[src/rtl/pixel_filter_pkg.sv]
// Shared types and constants for the video filter colour-mapping path.
package pixel_filter_pkg;

  // Per-pixel colour mapping mode, sampled together with each accepted pixel
  typedef enum logic [1:0] {
    MODE_PASS   = 2'd0,
    MODE_GRAY   = 2'd1,
    MODE_SEPIA  = 2'd2,
    MODE_INVERT = 2'd3
  } mode_e;

  // Coefficients are stored pre-scaled for this many fractional bits
  localparam int FRAC_W_DEF = 8;
  localparam int COEF_W     = 8;

  typedef logic [COEF_W-1:0] coef_t;
  // One output channel's weights, ordered (cR, cG, cB)
  typedef coef_t [0:2] coef_row_t;
  // Rows ordered (R', G', B')
  typedef coef_row_t [0:2] coef_mat_t;

  // Grayscale: every output channel carries the same luma value
  localparam coef_mat_t GRAY_COEF = {
    8'd77, 8'd150, 8'd29,
    8'd77, 8'd150, 8'd29,
    8'd77, 8'd150, 8'd29
  };

  // Sepia: row sums exceed 256, so R'/G' can overflow the channel range
  localparam coef_mat_t SEPIA_COEF = {
    8'd101, 8'd197, 8'd48,
    8'd89,  8'd176, 8'd43,
    8'd70,  8'd137, 8'd34
  };

  // Half an LSB of the fixed-point result, giving round-half-up on the shift
  function automatic int round_const(input int frac_w);
    return 32'sd1 <<< (frac_w - 1);
  endfunction

endpackage

[src/rtl/pixel_color_mapper_rgb_weighted_sum.sv]
// One output channel's weighted sum: products in S1, rounded sum in S2.
module rgb_weighted_sum
  import pixel_filter_pkg::*;
#(
  parameter int DATA_W = 8,
  parameter int FRAC_W = FRAC_W_DEF,
  localparam int PROD_W = DATA_W + COEF_W,
  localparam int SUM_W  = DATA_W + COEF_W + 2
) (
  input  logic                clk,
  input  logic                reset,
  input  logic                i_en,
  input  logic [3*DATA_W-1:0] i_pixel,
  input  coef_row_t           i_coef,
  output logic [SUM_W-1:0]    o_sum
);

  localparam logic [SUM_W-1:0] ROUND_W = SUM_W'(round_const(FRAC_W));

  logic [DATA_W-1:0] w_r;
  logic [DATA_W-1:0] w_g;
  logic [DATA_W-1:0] w_b;

  logic [PROD_W-1:0] r_prod_r;
  logic [PROD_W-1:0] r_prod_g;
  logic [PROD_W-1:0] r_prod_b;
  logic [SUM_W-1:0]  r_sum;

  assign w_r = i_pixel[3*DATA_W-1 -: DATA_W];
  assign w_g = i_pixel[2*DATA_W-1 -: DATA_W];
  assign w_b = i_pixel[DATA_W-1   -: DATA_W];

  // S1: register the three unsigned coefficient products
  always_ff @(posedge clk or posedge reset) begin
    if (reset) begin
      r_prod_r <= '0;
      r_prod_g <= '0;
      r_prod_b <= '0;
    end else if (i_en) begin
      r_prod_r <= PROD_W'(i_coef[0]) * PROD_W'(w_r);
      r_prod_g <= PROD_W'(i_coef[1]) * PROD_W'(w_g);
      r_prod_b <= PROD_W'(i_coef[2]) * PROD_W'(w_b);
    end
  end

  // S2: register the sum plus rounding constant; two guard bits prevent overflow
  always_ff @(posedge clk or posedge reset) begin
    if (reset) begin
      r_sum <= '0;
    end else if (i_en) begin
      r_sum <= SUM_W'(r_prod_r) + SUM_W'(r_prod_g) + SUM_W'(r_prod_b) + ROUND_W;
    end
  end

  assign o_sum = r_sum;

endmodule

[src/rtl/pixel_color_mapper.sv]
// Per-pixel colour mapper: passthrough, grayscale, sepia or invert, with a
// three-stage stallable valid/ready pipeline at one pixel per cycle.
module pixel_color_mapper
  import pixel_filter_pkg::*;
#(
  parameter int DATA_W = 8,
  parameter int FRAC_W = FRAC_W_DEF,
  localparam int PIX_W = 3 * DATA_W,
  localparam int SUM_W = DATA_W + COEF_W + 2
) (
  input  logic             clk,
  input  logic             reset,
  input  logic             in_valid,
  output logic             in_ready,
  input  logic [PIX_W-1:0] in_pixel,
  input  logic [1:0]       in_mode,
  input  logic             in_last,
  output logic             out_valid,
  input  logic             out_ready,
  output logic [PIX_W-1:0] out_pixel,
  output logic             out_last
);

  localparam logic [DATA_W-1:0] MAX_CH = '1;

  // Whole pipeline advances together; it only freezes when the output is held
  logic w_en;

  coef_mat_t              w_coef;
  logic [0:2][SUM_W-1:0]  w_sum;
  logic [0:2][DATA_W-1:0] w_sat;
  logic [PIX_W-1:0]       w_mapped;

  logic             r_s1_valid;
  logic             r_s2_valid;
  mode_e            r_s1_mode;
  mode_e            r_s2_mode;
  logic             r_s1_last;
  logic             r_s2_last;
  logic [PIX_W-1:0] r_s1_pixel;
  logic [PIX_W-1:0] r_s2_pixel;

  logic             r_out_valid;
  logic [PIX_W-1:0] r_out_pixel;
  logic             r_out_last;

  // Shift out the fractional bits and clip to the channel range
  function automatic logic [DATA_W-1:0] sat_shift(input logic [SUM_W-1:0] sum);
    logic [SUM_W-1:0] shifted;
    shifted = sum >> FRAC_W;
    if (shifted > SUM_W'(MAX_CH)) begin
      return MAX_CH;
    end else begin
      return shifted[DATA_W-1:0];
    end
  endfunction

  assign w_en     = !r_out_valid || out_ready;
  assign in_ready = w_en;

  // Choose the coefficient matrix from the incoming pixel's own mode
  always_comb begin
    w_coef = GRAY_COEF;
    if (mode_e'(in_mode) == MODE_SEPIA) begin
      w_coef = SEPIA_COEF;
    end else begin
      w_coef = GRAY_COEF;
    end
  end

  for (genvar gi = 0; gi < 3; gi++) begin : g_ch
    rgb_weighted_sum #(
      .DATA_W (DATA_W),
      .FRAC_W (FRAC_W)
    ) u_sum (
      .clk     (clk),
      .reset   (reset),
      .i_en    (w_en),
      .i_pixel (in_pixel),
      .i_coef  (w_coef[gi]),
      .o_sum   (w_sum[gi])
    );
  end

  // Carry valid, mode, last and the raw pixel alongside the arithmetic stages
  always_ff @(posedge clk or posedge reset) begin
    if (reset) begin
      r_s1_valid <= 1'b0;
      r_s2_valid <= 1'b0;
      r_s1_mode  <= MODE_PASS;
      r_s2_mode  <= MODE_PASS;
      r_s1_last  <= 1'b0;
      r_s2_last  <= 1'b0;
      r_s1_pixel <= '0;
      r_s2_pixel <= '0;
    end else if (w_en) begin
      r_s1_valid <= in_valid;
      r_s1_mode  <= mode_e'(in_mode);
      r_s1_last  <= in_last;
      r_s1_pixel <= in_pixel;
      r_s2_valid <= r_s1_valid;
      r_s2_mode  <= r_s1_mode;
      r_s2_last  <= r_s1_last;
      r_s2_pixel <= r_s1_pixel;
    end
  end

  // S3 combinational: saturate each weighted channel and select by mode
  always_comb begin
    w_sat    = '0;
    w_mapped = r_s2_pixel;
    for (int k = 0; k < 3; k++) begin
      w_sat[k] = sat_shift(w_sum[k]);
    end
    case (r_s2_mode)
      MODE_PASS:   w_mapped = r_s2_pixel;
      MODE_INVERT: w_mapped = ~r_s2_pixel;
      MODE_GRAY:   w_mapped = {w_sat[0], w_sat[1], w_sat[2]};
      MODE_SEPIA:  w_mapped = {w_sat[0], w_sat[1], w_sat[2]};
      default:     w_mapped = r_s2_pixel;
    endcase
  end

  // S3 output register; data only moves when a real pixel advances
  always_ff @(posedge clk or posedge reset) begin
    if (reset) begin
      r_out_valid <= 1'b0;
      r_out_pixel <= '0;
      r_out_last  <= 1'b0;
    end else if (w_en) begin
      r_out_valid <= r_s2_valid;
      if (r_s2_valid) begin
        r_out_pixel <= w_mapped;
        r_out_last  <= r_s2_last;
      end
    end
  end

  assign out_valid = r_out_valid;
  assign out_pixel = r_out_pixel;
  assign out_last  = r_out_last;

endmodule

[config.mk]
export PLATFORM = sky130hd
export DESIGN_NAME = pixel_color_mapper
export DESIGN_NICKNAME = d
export VERILOG_FILES = /design/src/rtl/pixel_filter_pkg.sv /design/src/rtl/pixel_color_mapper_rgb_weighted_sum.sv /design/src/rtl/pixel_color_mapper.sv
export SDC_FILE = /design/constraint.sdc
export NUM_CORES = 1
export LEC_CHECK = 0
export ABC_CLOCK_PERIOD_IN_PS = 14650
export BUFFER_PORTS_ARGS = -buffer_cell sky130_fd_sc_hd__buf_2
export CORE_ASPECT_RATIO = 0.5
export CORE_MARGIN = 8
export CORE_UTILIZATION = 55
export CTS_BUF_LIST = sky130_fd_sc_hd__clkbuf_8
export DETAILED_ROUTE_END_ITERATION = 8
export PLACE_DENSITY = 0.75
export SYNTH_ARGS = -nofsm -noshare
export SYNTH_HDL_FRONTEND = slang
export SYNTH_SLANG_ARGS = --single-unit
[constraint.sdc]
create_clock -name clk -period 14.65 [get_ports clk]
set_input_delay 1.465 -clock clk [delete_from_list [all_inputs] [get_ports clk]]
set_output_delay 1.465 -clock clk [all_outputs]
set_load 0.005 [all_outputs]
==> impl_metrics.yaml <==
pwr:
  peakVddDrop_mv: 0.168
  p_comb_share_pct: 72.2
  clkPwrFrac_pct: 9.6
  p_per_area_mw_per_mm2: 246
  power.switching_mw: 3.23
  p_int_mw: 3.40
  seqPwrFrac_pct: 18.2
  power.leakage_nw: 14.2
  swShare_pct: 48.8
timing:
  finalSetupViolations: 0
  worst_slack_ns: 8.76
  tightest_slew_ns: 1.04
  post-route-period-util_pct: 40.2
  rsz0062_at_grt: "false"
  totalNegativeSetupSlack_ns: 0
  hold_viol_final: 0
  timing.final.max_slew_violations: 0
  fin_crit_ns: 5.89
  skew_ns: 0.0215
  clock.fmax_mhz: 170
  maxSlewHeadroom_pct: 30.8
global_route:
  grt_max_degree: 177
  antenna_found_initial: 3
  grt_usage_pct: 22.5
  globalRoute.totalOverflow: 0
  grt_pass1_vias: 19300
  grt_pass1_wl_um: 98800
finish:
  drive_above_1_share_pct: 6.31
  fin_nets: 3540
  areaGrowthSynthToFinish_pct: 6.87
  layout.cells.non_filler: 3499
floorplan:
  die_x_um: 319
  core-area_sq_mm: 0.0452
  die_y_um: 167
  io_pins: 58
  rows: 55
  die-area_sq_mm: 0.0534
  start_util_pct: 55.8
clocking:
  postCtsSetupBuffers: 0
  ctsResizeCount: 0
  worstSkewPairLatency_ns: 0.59
  cts_tree: "done"
  cts_max_level: 2
  cts_buffer_depth: 3
  cts_buffers: 40
  cts-root-buf: "clkbuf_8"
  clk_pin_slew_ns: 0.06
  cts_hold_repair.buffers: 0
  clock_sinks: 245
synthesis:
  synth_compound_area_share_pct: 15.3
  yosys_warnings: 0
  synth_top_family_by_area: "adder cells"
  synth_area_per_cell_sq_um: 8.90
  synth_top_area_share_pct: 24.3
  synth_edf_count: 0
  synth_most_common_cell: "ha_1"
  ys_ff_latch: 245
  synth-simple-area-share_pct: 13.2
  yosys_most_used_dff: "dfrtp_1"
  synth_mux_area_share_pct: 0.169
  synth_common_cells: "489 x ha_1, 394 x inv_1, 348 x nand2_1"
  synth-adder-area-share_pct: 36.0
  yosys.area.top_type: "dfrtp_1"
  synth-xor-area-share_pct: 3.82
  synth.area.top_cells: "dfrtp_1 24%, ha_1 24%, fa_1 12%"
  yosys.cell_types.count: 81
  syn_inst: 2834
  async_flop_share_pct: 100
  ys_seq_area_share_pct: 24.3
  synth_area_sq_mm: 0.0252
critical_path:
  max_stage_delay_ns: 0.54
  critical_path_class: "input port to flip-flop"
  start_kind: "input port"
  cp_common_cell: "fa_1"
  crit_path_max_fanout: 36
  worstPathRequired_ns: 15.07
  critPathSlowestCell: "fa_1"
  setup.worst_path.end_class: "flip-flop"
  cp.arrival_ns: 6.31
  crit_chain: "buf_2, nand2b_1, buf_4, nand2_1, fa_1, fa_1, inv_1, fa_1, inv_1, fa_1, inv_1, ha_1, or2_2, or3_1, a311oi_1, a22oi_1, xnor2_1, a21oi_1"
route:
  drtIter0Drc: 1340
  viasPerCell: 5.61
  drt-total-wl_um: 60200
  vias: 19600
  ant_nets: 0
  dr.pass1.iters: 5
  avgRoutedWirePerCell_um: 17.2
  route.detailed.drc: 0
placed_design:
  numPortBuffers: 57
  dp_cells: 3428
  dp_hpwl_um: 47700
  gp_congestion: 0.950
  dpl_worst_slack_ns: 8.23
outcome:
  outcome: "complete, no violations"
run:
  maxCapViolCount: 0
min_path:
  hp-class: "flip-flop to flip-flop"
-- per-stage QoR --
step	area (sq um)	util (%)	hold slack, ns	total power [mW]
3_3_place_gp	26100	57.8	0.445	5.76
3_5_place_dp	26100	57.8	0.460	5.92
6_report	27000	59.6	0.468	6.63
5_1_grt	27000	59.6	0.493	7.34
2_1_floorplan	25300	-	0.433	4.80
4_1_cts	27000	59.6	0.475	6.61
-- metal layers --
metal  track usage (%)  vias up  part of all wire, %
met2              35.6      448                   44
met3              3.93      114                  5.9
met4              6.93        2                  2.9
met1              31.5     9461                   47
met5                 0        -                0.020
li1                  -     9614                    -
-- state kept, by name, summed over array words and instances, names as in the netlist --
signal / count
r_s2_valid: 1
r_s2_pixel: 24
out_pixel: 24
g_ch.u_sum.r_prod_b: 46
out_valid: 1
r_s1_pixel: 24
g_ch.u_sum.r_prod_r: 42
g_ch.u_sum.r_prod_g: 45
out_last: 1
r_s2_mode: 2
g_ch.u_sum.o_sum: 30
r_s1_valid: 1
r_s1_mode: 2
r_s2_last: 1
r_s1_last: 1
-- final cells by class --
class,count,area (sq um)
clock buffer,57,785
antenna,1,2.50
fill,3909,18200
clock inverter,13,65.1
inverter,395,1500
timing repair buffer,68,380
tap,598,748
multi-input combinational,2122,17400
sequential,245,6130
-- cells in the final DEF (no fill, tap or decap), types with 10 or more instances in the layout --
master and instances:
o21ai_0 175, and2_1 22, nand2b_1 49, o31a_1 10, o21bai_1 11, xor2_1 47, xnor2_1 63, nand2_1 348
a211oi_1 16, o21a_1 31, a31o_2 11, inv_1 400, nor3b_1 10, conb_1 19, buf_4 10, nor3_1 33
nor2_1 148, a31oi_1 13, or3_1 11, a21oi_1 201, and3_1 14, a21o_1 41, dfrtp_1 245, or2_2 15
fa_1 148, nor2b_1 22, nand3_1 22, ha_1 488, clkbuf_8 57, o31ai_1 20, buf_2 57
-- power by group through the flow --
| stage | clock network [mW] | registers, mW | logic (mW) |
|---|---|---|---|
| global route | 0.686 | 1.24 | 5.42 |
| detailed placement | 0 | 1.21 | 4.71 |
| CTS | 0.656 | 1.20 | 4.75 |
| global placement | 0 | 1.20 | 4.55 |
| finish | 0.640 | 1.21 | 4.79 |
| floorplan | 0 | 1.12 | 3.68 |
-- worst max-delay path, delay by kind of cell --
family                   cells  cell delay, ns
buffers and inverters        5            0.63
AND/OR/NAND/NOR              4            1.08
AO/OA/AOI/OAI                3            0.60
XOR/XNOR                     1            0.22
adder cells (fa/ha/maj)      5            2.28
-- final timing paths --
| path | start | to | slack (ns) | cells past startpoint |
|---|---|---|---|---|
| worst max-delay path | in_mode[0] | g_ch[2].u_sum.r_prod_b[14] | 8.76 | 18 |
| worst min-delay path | r_s1_pixel[21] | r_s1_pixel[21] | 0.47 | 2 |
| worst max register to register | r_s1_pixel[16] | g_ch[0].u_sum.o_sum[16] | 9.80 | 18 |
| worst min register to register | r_s1_pixel[21] | r_s1_pixel[21] | 0.47 | 2 |
| max in group asynchronous | reset | g_ch[2].u_sum.o_sum[17] | 12.16 | 3 |
| min in group asynchronous | reset | g_ch[2].u_sum.r_prod_b[6] | 0.96 | 2 |
-- kinds of logic (layout without fill, tap and decap cells) --
kind of cell             count (synthesis)  count (layout)
AND/OR/NAND/NOR                        728             728
adder cells (fa/ha/maj)                637             637
AO/OA/AOI/OAI                          624             624
buffers and inverters                  484             533
flip-flops                             245             245
XOR/XNOR                               110             110
multiplexers                             4               4
other                                    2              20
(Power assumes the default switching activity.)
